===== src/rtl/sysid_reader.sv =====
// sysid_reader: reads the ID word and then the build timestamp word from an
// Avalon-MM sysid slave, compares each against the expected values and
// reports the outcome through sticky result flags and a one-cycle done pulse.
// A per-transaction cycle counter aborts the sequence when the slave hangs.
module sysid_reader #(
    parameter logic [31:0] EXPECTED_ID        = 32'h04000000,
    parameter logic [31:0] EXPECTED_TIMESTAMP = 32'h544FD5CA,
    parameter int          TIMEOUT_CYCLES     = 255
) (
    input  logic        clock,
    input  logic        reset,
    input  logic        start,
    output logic        avm_address,
    output logic        avm_read,
    input  logic [31:0] avm_readdata,
    input  logic        avm_waitrequest,
    input  logic        avm_readdatavalid,
    output logic        busy,
    output logic        done,
    output logic [31:0] id_value,
    output logic [31:0] ts_value,
    output logic        id_ok,
    output logic        ts_ok,
    output logic        timeout_err
);

    typedef enum logic [2:0] {
        IDLE    = 3'd0,
        REQ_ID  = 3'd1,
        WAIT_ID = 3'd2,
        REQ_TS  = 3'd3,
        WAIT_TS = 3'd4,
        FINISH  = 3'd5
    } state_t;

    localparam logic [15:0] TMO_LIMIT = 16'(TIMEOUT_CYCLES);

    state_t      state, state_nxt;
    logic [15:0] tmo_cnt;
    logic        in_req, in_wait, tmo_hit, accept, capture;
    logic        id_phase, ts_phase;

    // Decode the current state into Avalon outputs and transaction events.
    // The request is dropped in the cycle the limit is reached so the slave
    // can never accept a read that the FSM is about to abandon.
    always_comb begin
        in_req      = (state == REQ_ID) || (state == REQ_TS);
        in_wait     = (state == WAIT_ID) || (state == WAIT_TS);
        id_phase    = (state == REQ_ID) || (state == WAIT_ID);
        ts_phase    = (state == REQ_TS) || (state == WAIT_TS);
        tmo_hit     = (in_req || in_wait) && (tmo_cnt == TMO_LIMIT);
        avm_read    = in_req && !tmo_hit;
        avm_address = ts_phase;
        accept      = avm_read && !avm_waitrequest;
        // Data counts only once the request is accepted (same cycle or later).
        capture     = !tmo_hit && avm_readdatavalid && (in_wait || accept);
        busy        = (state != IDLE);
        done        = (state == FINISH);
    end

    // Next-state selection; timeout takes priority over late data.
    always_comb begin
        state_nxt = state;
        case (state)
            IDLE:    if (start) state_nxt = REQ_ID;
            REQ_ID:  if (tmo_hit)      state_nxt = FINISH;
                     else if (capture) state_nxt = REQ_TS;
                     else if (accept)  state_nxt = WAIT_ID;
            WAIT_ID: if (tmo_hit)      state_nxt = FINISH;
                     else if (capture) state_nxt = REQ_TS;
            REQ_TS:  if (tmo_hit)      state_nxt = FINISH;
                     else if (capture) state_nxt = FINISH;
                     else if (accept)  state_nxt = WAIT_TS;
            WAIT_TS: if (tmo_hit || capture) state_nxt = FINISH;
            FINISH:  state_nxt = IDLE;
            default: state_nxt = IDLE;
        endcase
    end

    // State register.
    always_ff @(posedge clock) begin
        if (reset) state <= IDLE;
        else       state <= state_nxt;
    end

    // Transaction timer: restarts on entry to each request state, counts
    // while a transaction is open and holds at zero otherwise.
    always_ff @(posedge clock) begin
        if (reset)
            tmo_cnt <= '0;
        else if ((state_nxt == REQ_ID && state != REQ_ID) ||
                 (state_nxt == REQ_TS && state != REQ_TS))
            tmo_cnt <= '0;
        else if ((in_req || in_wait) && !tmo_hit)
            tmo_cnt <= tmo_cnt + 16'd1;
        else
            tmo_cnt <= '0;
    end

    // Result capture: cleared by an accepted start, then updated as each
    // word arrives; held unchanged from FINISH until the next start.
    always_ff @(posedge clock) begin
        if (reset || (state == IDLE && start)) begin
            id_value    <= '0;
            ts_value    <= '0;
            id_ok       <= 1'b0;
            ts_ok       <= 1'b0;
            timeout_err <= 1'b0;
        end else begin
            if (tmo_hit)
                timeout_err <= 1'b1;
            if (capture && id_phase) begin
                id_value <= avm_readdata;
                id_ok    <= (avm_readdata == EXPECTED_ID);
            end
            if (capture && ts_phase) begin
                ts_value <= avm_readdata;
                ts_ok    <= (avm_readdata == EXPECTED_TIMESTAMP);
            end
        end
    end

endmodule


===== config.mk =====
export PLATFORM = sky130hd
export DESIGN_NAME = sysid_reader
export DESIGN_NICKNAME = d
export VERILOG_FILES = /design/src/rtl/sysid_reader.sv
export SDC_FILE = /design/constraint.sdc
export NUM_CORES = 1
export LEC_CHECK = 0
export ABC_AREA = 0
export BUFFER_PORTS_ARGS = -buffer_cell sky130_fd_sc_hd__buf_2
export CAP_MARGIN = 20
export CORE_MARGIN = 3
export CORE_UTILIZATION = 40
export DETAILED_ROUTE_END_ITERATION = 6
export PLACE_DENSITY_LB_ADDON = 0.25
export SYNTH_ARGS = -nofsm -noshare
export SYNTH_HDL_FRONTEND = slang
export SYNTH_SLANG_ARGS = --single-unit

===== constraint.sdc =====
create_clock -name clock -period 1.7 [get_ports clock]
set_input_delay 0.255 -clock clock [delete_from_list [all_inputs] [get_ports clock]]
set_output_delay 0.255 -clock clock [all_outputs]
set_load 0.02 [all_outputs]

==> metrics.txt <==
status=finished, violations left; failing checks=negative setup slack; CP Launch Type=register; H-tree depth=3; Synth top area share=46.9%; most frequent cell after synthesis=dfxtp_1; worst hold margin=146 ps; worst-path maximum fanout=2; Worst-path clk slew=90 ps; root buffer cell=clkbuf_8; first drt pass iteration count=5; hold endpoint=state[0]; MaxCap Viol Count=0; distinct cell type count after synthesis=40; GRT Total Usage=22.1%; placed inst area=4650 µm²; area of the multi-input gates=between 2000 and 2500 µm²; R2R Path End=ts_value[13]; dpl hpwl=slightly below 8000 µm; worst hold stages=2; final-report hold violation count=0; Antenna diodes=0; sequential area share after synthesis=46.9%; Die Height=102 µm; Port Buffers=about 110; Total Wirelength=12200 µm; Post-DRT Antenna Nets=0; Worst-Margin Slew=505 ps; CTS sink count=86; Power Total=4.39 mW; design area=5540 µm²; CTS tree=yes; kind of critical path=register to output pin; Num CTS Buffers=9; DR vias=~4k; Final Cycle Share=123%; asr flop ratio synth=0%; Placed Instances=around 670; post-synth top area cell=dfxtp_1; RSZ-0062 raised after global routing=yes; row cnt=34; Final Wtd Congestion=0.888; Slew Limit Fails=0; DRC=0; worst path required time=about 1400 ps; sequential cell area=1740 µm²; final setup margin=-388 ps; Total Nets Final=624; register bit count reported by yosys=86; die area=10400 µm²; Net Count, Synth=482; Max IR drop VDD=0.627 mV; Non-Filler Instances=698; depth of the most critical reg-to-reg path=8; vias in the first global route=3670; Hold-fix buffers, CTS=0; final setup violation count=71; synth cell count leaders=86 x dfxtp_1, 75 x a21oi_1, 72 x nand3_1; warnings from Yosys=0; Synth-to-Final Area Change=50.9%; Mapped Cells=444; Worst-Skew Late Latency=350 ps; core box area=8810 µm²; Slew HR=66.0%; largest net degree at the start of global routing=68; min Tclk post-route=2090 ps; share of layout cells above drive strength 1=around 47%; initial core utilization=41.7%; initial antenna violation count=0; pre-CTS setup slack=-196 ps; num ports=roughly 110; R2R Setup Slk=-370 ps; Layout fillers=723; Clock Skew=9.12 ps; Leak=2.11 nW; Iter 0 DRT Violations=~190; Die X=102 µm; global-route wire length before repair=18400 µm; WP data arrival=1830 ps; Avg Cell Area, Syn=8.27 µm²; number of synthesized flops with an enable pin=0; Post-Syn Area=between 3000 and 4000 µm²; clk buf depth=2; PD cells=793 nW/µm²; Max Fclk=479 MHz; synth top area cells=dfxtp_1 47%, a21oi_1 10%, nand3_1 9.8%, o21ai_1 5.7%, o21ai_0 4.1%; WL per Instance=17.5 µm; Hold WC Path Type=input port to register; min-delay src=reset; drt via density=5.80; total grt overflow=0; reg2reg start=tmo_cnt[10]; crit end category=output pin; ys flop type=dfxtp_1
sequential cells by signal (all words and copies together) (netlist names):
| register | cells |
|---|---|
| id_ok | 1 |
| ts_ok | 1 |
| tmo_cnt | 16 |
| state | 3 |
| ts_value | 32 |
| timeout_err | 1 |
| id_value | 32 |
final cells by class:
class | count | area share, %
clock buffers | 12 | 2.80
well taps | 108 | 2.44
inverters | 5 | 0.339
flip-flops and latches | 86 | 31.3
clock inverters | 3 | 0.790
repair buffers | 170 | 23.4
multi-input cells | 314 | 38.9
stage by stage:
step | util [%] | setup TNS [ps]
3_3_place_gp | 52.8 | -7540
4_1_cts | 58.2 | -17250
3_5_place_dp | 52.8 | -9610
5_1_grt | 62.9 | -22650
2_1_floorplan | - | -4820
6_report | 62.9 | -17930
report_power, final:
group          switching [mW]  internal, mW
clock network           0.720         0.754
registers              0.0374          2.06
logic                   0.508         0.318
total                    1.26          3.13
layout by cell type, fill, tap and decap left out, drive strengths merged, types with 3 or more instances in the layout:
cell type and n:
nor3 3, and4 4, or3 3, nand3 72, buf 169, xnor2 7, o21bai 4, clkbuf 13
nand2 8, o21ai 72, xor2 4, nand4 8, a21oi 75, inv 5, nor4 14, dfxtp 86
or4 4, nor2 16
worst max-delay path, cell delays in order (launching register included):
cell and delay (ps):
dfxtp_2 330, or4_4 540, buf_6 140, nor4_4 130, buf_4 160, nor3b_2 40, buf_4 150
cell families after synthesis:
family	count (synthesis)	synth area share, %
AOI/OAI and AO/OA	161	23.5
and+or+nand+nor	141	20.9
DFF	86	46.9
buffers and inverters	44	5.76
xor gates and xnor gates	11	2.62
adders and majority gates	1	0.341
metal layers:
layer	up-vias	global-route usage [%]	part of all wire, %
met5	-	0	0
met4	0	4.74	1.2
met3	12	5.32	6.1
met2	126	35.2	50
met1	1994	30.6	43
li1	1915	-	-
how the worst max path moves through the flow:
stage           startpoint  depth (start not counted)          end
3_3_place_gp   tmo_cnt[15]                          6     avm_read
4_1_cts        tmo_cnt[14]                          6     avm_read
3_5_place_dp   tmo_cnt[15]                          6  id_value[1]
5_1_grt        tmo_cnt[14]                          6     avm_read
6_report       tmo_cnt[14]                          6     avm_read
2_1_floorplan  tmo_cnt[15]                          6        id_ok
repair_timing:
item	CTS	global route
endpoints found under the setup margin	73	88
buffers inserted	9	10
pin swaps	9	72
gates cloned	4	2
gates resized for setup	21	118
(Power assumes the default switching activity.)
